**config.mk**
```make
export PLATFORM = sky130hd
export DESIGN_NAME = prefetch_queue
export DESIGN_NICKNAME = d
export VERILOG_FILES = /design/src/rtl/prefetch_queue_pkg.sv /design/src/rtl/prefetch_queue_sync_fifo.sv /design/src/rtl/prefetch_queue.sv
export SDC_FILE = /design/constraint.sdc
export NUM_CORES = 1
export LEC_CHECK = 0
export ABC_AREA = 1
export BUFFER_PORTS_ARGS = -buffer_cell sky130_fd_sc_hd__clkbuf_2
export CAP_MARGIN = 10
export CORE_ASPECT_RATIO = 0.6
export CORE_MARGIN = 3
export CORE_UTILIZATION = 52
export DETAILED_ROUTE_END_ITERATION = 8
export PLACE_DENSITY = 0.74
export RECOVER_POWER = 100
export SETUP_SLACK_MARGIN = 0.05
export SYNTH_ARGS = -nofsm -noshare
export SYNTH_HDL_FRONTEND = slang
export SYNTH_SLANG_ARGS = --single-unit
export TNS_END_PERCENT = 20
```
**constraint.sdc**
```tcl
create_clock -name clock -period 5.7 [get_ports clock]
set_clock_uncertainty 0.15 [all_clocks]
set_input_delay 0 -clock clock [delete_from_list [all_inputs] [get_ports clock]]
set_output_delay 0 -clock clock [all_outputs]
set_load 0.05 [all_outputs]
```
**src/rtl/prefetch_queue_pkg.sv**
```systemverilog
// Shared types and constants for the instruction prefetch queue.
package prefetch_queue_pkg;

    // Native instruction/address width that the entry layout is built for.
    localparam int PACK_XLEN = 32;

    // First fetch address after reset.
    localparam logic [PACK_XLEN-1:0] RESET_VECTOR = 32'h0000_0000;

    // One decoded-ready entry: the fetch address and the word returned for it.
    typedef struct packed {
        logic [PACK_XLEN-1:0] programCounter;
        logic [PACK_XLEN-1:0] instruction;
    } entry_t;

    // Force an address onto a word boundary.
    function automatic logic [PACK_XLEN-1:0] alignWord(input logic [PACK_XLEN-1:0] address);
        return address & ~(PACK_XLEN'(3));
    endfunction

endpackage

```
**src/rtl/prefetch_queue_sync_fifo.sv**
```systemverilog
// Small synchronous FIFO with a flush input. Head data reads as zero when
// empty so downstream registered outputs have a defined reset/flush value.
module sync_fifo #(
    parameter int WIDTH = 32,
    parameter int DEPTH = 4
) (
    input  logic                     clock,
    input  logic                     reset,
    input  logic                     clear,
    input  logic                     pushValid,
    input  logic [WIDTH-1:0]         pushData,
    input  logic                     popValid,
    output logic [WIDTH-1:0]         popData,
    output logic [$clog2(DEPTH):0]   count,
    output logic                     empty
);

    localparam int AW = $clog2(DEPTH);

    logic [WIDTH-1:0] storage [DEPTH];
    logic [AW-1:0]    writePtr;
    logic [AW-1:0]    readPtr;
    logic             full;
    logic             doPush;
    logic             doPop;

    assign empty   = (count == '0);
    assign full    = (count == (AW+1)'(DEPTH));
    assign doPush  = pushValid && !full;
    assign doPop   = popValid && !empty;
    assign popData = empty ? '0 : storage[readPtr];

    // Pointer and occupancy bookkeeping; clear drops all entries at once.
    always_ff @(posedge clock) begin
        if (reset || clear) begin
            writePtr <= '0;
            readPtr  <= '0;
            count    <= '0;
        end else begin
            if (doPush) writePtr <= writePtr + 1'b1;
            if (doPop)  readPtr  <= readPtr + 1'b1;
            count <= count + (AW+1)'(doPush) - (AW+1)'(doPop);
        end
    end

    // Entry storage write port.
    always_ff @(posedge clock) begin
        if (doPush && !reset && !clear) begin
            storage[writePtr] <= pushData;
        end
    end

endmodule

```
**src/rtl/prefetch_queue.sv**
```systemverilog
// Instruction prefetch queue: issues sequential word fetches, keeps their
// addresses as tags, pairs in-order responses with tags into a decode queue,
// and on a redirect flushes and discards responses still in flight.
//
// Handshakes: a transfer happens on a channel exactly in the cycle where its
// valid and ready are both high (requestValid/requestReady,
// outValid/outReady); valid never depends on ready. Responses have no ready:
// every responseValid cycle delivers one word.
module prefetch_queue #(
    parameter int               DEPTH        = 4,
    parameter int               XLEN         = 32,
    parameter logic [XLEN-1:0]  RESET_VECTOR = prefetch_queue_pkg::RESET_VECTOR
) (
    input  logic             clock,
    input  logic             reset,
    input  logic             redirectValid,
    input  logic [XLEN-1:0]  redirectAddress,
    output logic             requestValid,
    output logic [XLEN-1:0]  requestAddress,
    input  logic             requestReady,
    input  logic             responseValid,
    input  logic [XLEN-1:0]  responseData,
    output logic             outValid,
    output logic [XLEN-1:0]  outInstruction,
    output logic [XLEN-1:0]  outProgramCounter,
    input  logic             outReady
);

    import prefetch_queue_pkg::*;

    localparam int CW = $clog2(DEPTH) + 1;
    localparam logic [CW:0] CREDIT_LIMIT = (CW+1)'(DEPTH);

    logic [XLEN-1:0] fetchPc;
    logic [CW-1:0]   outstanding;
    logic [CW-1:0]   discardCount;
    logic [CW-1:0]   nextOutstanding;
    logic [CW-1:0]   queueCount;
    logic [CW-1:0]   tagCount;
    logic            queueEmpty;
    logic            tagEmpty;
    logic [XLEN-1:0] tagHead;
    logic [CW:0]     creditsUsed;
    logic            accept;
    logic            responseTaken;
    logic            responseDropped;
    logic            responseKept;
    logic            popHead;
    entry_t          pushEntry;
    entry_t          headEntry;

    // Queued entries plus in-flight fetches (including ones to be discarded)
    // never exceed DEPTH, which is what makes queue overflow impossible.
    assign creditsUsed    = {1'b0, queueCount} + {1'b0, outstanding};
    assign requestValid   = !reset && !redirectValid && (creditsUsed < CREDIT_LIMIT)
                            && (tagCount != CW'(DEPTH));
    assign requestAddress = fetchPc;
    assign accept         = requestValid && requestReady;

    // A response with nothing outstanding is stray and ignored entirely.
    assign responseTaken   = responseValid && (outstanding != '0);
    assign responseDropped = responseTaken && (discardCount != '0);
    assign responseKept    = responseTaken && (discardCount == '0) && !redirectValid && !tagEmpty;

    // Redirect wins over a pop in the same cycle; the head is flushed anyway.
    assign popHead = outValid && outReady && !redirectValid;

    assign nextOutstanding = outstanding + CW'(accept) - CW'(responseTaken);

    assign pushEntry.programCounter = tagHead;
    assign pushEntry.instruction    = responseData;

    assign outValid          = !queueEmpty;
    assign outInstruction    = headEntry.instruction;
    assign outProgramCounter = headEntry.programCounter;

    // Fetch PC, in-flight count and pending-discard count.
    always_ff @(posedge clock) begin
        if (reset) begin
            fetchPc      <= RESET_VECTOR;
            outstanding  <= '0;
            discardCount <= '0;
        end else if (redirectValid) begin
            fetchPc      <= alignWord(redirectAddress);
            outstanding  <= nextOutstanding;
            discardCount <= nextOutstanding;
        end else begin
            if (accept) fetchPc <= fetchPc + XLEN'(4);
            outstanding <= nextOutstanding;
            if (responseDropped) discardCount <= discardCount - CW'(1);
        end
    end

    sync_fifo #(
        .WIDTH (XLEN),
        .DEPTH (DEPTH)
    ) tagFifo (
        .clock     (clock),
        .reset     (reset),
        .clear     (redirectValid),
        .pushValid (accept),
        .pushData  (fetchPc),
        .popValid  (responseKept),
        .popData   (tagHead),
        .count     (tagCount),
        .empty     (tagEmpty)
    );

    sync_fifo #(
        .WIDTH ($bits(entry_t)),
        .DEPTH (DEPTH)
    ) entryQueue (
        .clock     (clock),
        .reset     (reset),
        .clear     (redirectValid),
        .pushValid (responseKept),
        .pushData  (pushEntry),
        .popValid  (popHead),
        .popData   (headEntry),
        .count     (queueCount),
        .empty     (queueEmpty)
    );

endmodule

```
==> results.md <==
- Run status: finished, violations left
- Failing checks: capacitance limit, slew limit
- Area delta synth->final: 17.3%
- Clk_lat worst skew: 0.53 ns
- Sw frac: 0.214
- Largest net degree at the start of global routing: 85
- Worst path most repeated cell: nand3_1
- Dpl hpwl: 23600 um
- Post-synthesis adder-cell area fraction: 0.0169
- CP Class: flop to flop
- Leading area contributor after synthesis: edfxtp_1
- Largest family of logic cells by synthesized area: simple AND/OR/NAND/NOR gates
- Synth top cells by count: 441 x nor2_1, 368 x edfxtp_1, 203 x o21ai_0, 154 x nand2_1, 120 x a21oi_1
- Leakage: 0.00733 uW
- DRT Wirelength: 42000 um
- Mux cell area share after synthesis: 0
- Synthesized area: 17600 um2
- Port bufs: 161
- Final period util: 0.751
- Worst hold path type: input port to flop
- TNS Setup: 0 ns
- Gr ovfl total: 0
- CP Cell Sequence: ha_1 > inv_1 > nand3_1 > nor2_4 > nand3_1 > nor2_2 > clkbuf_1
- Reg-to-reg endpoint: tagFifo.storage[0][30]
- Fin util: 0.628
- Initial core utilization: 0.535
- Power Density: 314 nW/um2
- Post-route DRC: 0
- Asr flop ratio synth: 0
- Crit path from: entryQueue.count[2]
- Avg Inst Size Synth: 10.8 um2
- Most common cell in the netlist: nor2_1
- Post-synthesis compound-gate area fraction: 0.0981
- CTS tree: built
- Slowest CP cell: clkbuf_1
- Layout cells sized above 1: 0.0665
- Startpoint types: flop
- Synth unique cells: 36
- H-tree Lvls: 2
- Yosys top cell area share: 0.628
- Final Max Tran Viols: 212
- Clock Tree Buf Depth: 3
- Max_slew headroom: -0.432
- I/O pins: 168
- Cts bufs inserted: 39
- Sequential share of the synthesized area: 0.690
- Area contributors post-synth: edfxtp_1 63%, nor2_1 9.4%, dfxtp_1 6.1%
- DIE HEIGHT: 148 um
- Top_reg_cell synth: edfxtp_1
- Switch Pwr: 1390 uW
- Antenna-violating nets left: 0
- Worst EP arrival: 4.24 ns
- Final Hold Viols: 0
- Slew @ Worst Pin: 2.15 ns
- Rows: 51
- # diodes: 0
- Final min period: 4.28 ns
- CTS Sinks: 422
- Slowest stage delay, CP: 1.56 ns
- DRT Pass-1 Iters: 6
- Crit path max fanout: 30
- Setup-failing EPs final: 0
- Reg clk slew, reported paths: 0.07 ns
- Vias in the first global route: 12200
- Post CTS Setup Buffer Count: 0
- DP Area: 18800 um2
- Total GRT Usage: 0.231
- First-pass GRT wire length: 65900 um
- Count of mapped cells out of synthesis: 1624
- Max-cap viol count: 6
- Gpl congestion: 0.919
- Core area: 32900 um2
- Final Cell Area: 20600 um2
- Worst VDD drop: 0.000257 V
- Initial antenna violation count: 0
- WL per Instance: 18.1 um
- Die ar.: 36100 um2
- Final-layout fill cell count: 2580
- R2r setup slk: 1.42 ns
- Worst Reg2Reg Path Length in Cells: 7
- EDFF count, synth: 368
- Nets: 1930
- Comb power frac: 0.057
- Reg power frac: 0.533
- Number of synthesized register bits: 422
- Root Buffer: clkbuf_16
- Xor and xnor fraction of the mapped netlist area: 0.00598
- Syn. warnings: 0
- Post-Synth Simple-Gate Area: 0.149
- Clock power share: 0.410
- Total number of vias: 12500
- Worst setup EP type: flop
- Reg-to-Reg Start: entryQueue.count[2]
- 1st-iter DRT viols: 1003
- Last element of the critical path: tagFifo.storage[0][30]
- RSZ-0062 raised after global routing: no
- Internal power: 5100 uW
- Fmax: 234 MHz
- Hold-fix buffers at CTS: 78
- Vias/cell: 5.39
- CTS resizes: 0
- CP required: 5.66 ns
- Die X: 243 um
-- worst max-delay path: cells and delay by family, from the launching register on --
kind | cells | cell delay [ns]
buf+inv | 2 | 1.63
flops | 1 | 0.45
simple gates | 4 | 1.33
fa+ha+maj | 1 | 0.28
-- cell families after synthesis --
| family | after synthesis |
|---|---|
| compound gates | 341 |
| xor+xnor | 12 |
| fa+ha+maj | 22 |
| buf+inv | 168 |
| flops | 422 |
| other cells | 1 |
| simple gates | 658 |
-- power groups by stage --
stage / Combinational [uW] / Sequential, uW / Clock, uW
after floorplan: 193 / 3550 / 0
after global placement: 322 / 3520 / 0
after detailed placement: 333 / 3520 / 0
after CTS: 378 / 3450 / 2710
after global routing: 417 / 3460 / 2840
final: 371 / 3460 / 2660
-- metrics by stage --
step | instances | worst slack (ns) | hold slack, ns | total power (uW)
floorplan | 1627 | -0.620 | -0.0511 | 3740
global placement | 2169 | 2.63 | 0.0672 | 3840
detailed placement | 2169 | 2.57 | 0.0716 | 3850
CTS | 2316 | 2.22 | 0.0418 | 6540
global route | 2316 | 1.17 | 0.108 | 6710
finish | 2316 | 1.42 | 0.0760 | 6490
-- registers in the layout, indices dropped and copies added (netlist names), named ones only --
| name | flops |
|---|---|
| tagFifo.readPtr | 2 |
| entryQueue.writePtr | 2 |
| entryQueue.readPtr | 2 |
| entryQueue.count | 3 |
| outstanding | 3 |
| requestAddress | 30 |
| tagFifo.storage | 120 |
| tagFifo.writePtr | 2 |
| tagFifo.count | 3 |
| discardCount | 3 |
| entryQueue.storage | 248 |
-- cells in the final DEF (no fill, tap or decap), types with 38 or more instances in the layout --
cell type      count
clkbuf_1         131
dlygate4sd3_1     78
nand2_1          155
nor2_1           437
nand3_1           38
o21ai_0          204
dfxtp_1           51
edfxtp_1         368
clkbuf_2          38
inv_1             77
clkbuf_16         41
a21oi_1          120
-- layer usage --
layer  global-route usage  wire (um)  share of wire  up-vias
met1                0.324      18300           0.44     5953
met5                    0          0              0        -
met2                0.375      19500           0.46      474
met3               0.0495       3430          0.082       72
li1                     -          -              -     5978
met4               0.0567        774          0.018        0
-- layout make-up --
class                           instances  area, um2  area share
Clock buffer                           43       1030      0.0501
Clock inverter                         26        270      0.0131
Sequential cell                       422      12100       0.588
Inverter                               81        308      0.0149
Multi-Input combinational cell       1037       4770       0.231
Timing Repair Buffer                  257       1550      0.0749
Tap cell                              450        563      0.0273
-- worst min-delay path by stage --
stage | start | slack [ns] | to | depth (start not counted)
detailed placement | responseData[24] | 0.07 | entryQueue.storage[0][24] | 1
global placement | responseData[12] | 0.07 | entryQueue.storage[0][12] | 1
global route | redirectValid | 0.11 | requestAddress[3] | 3
floorplan | responseData[0] | -0.05 | entryQueue.storage[0][0] | 0
CTS | redirectValid | 0.04 | requestAddress[8] | 3
finish | redirectValid | 0.08 | requestAddress[8] | 3
Note: power is estimated with default switching activity, not from simulation.
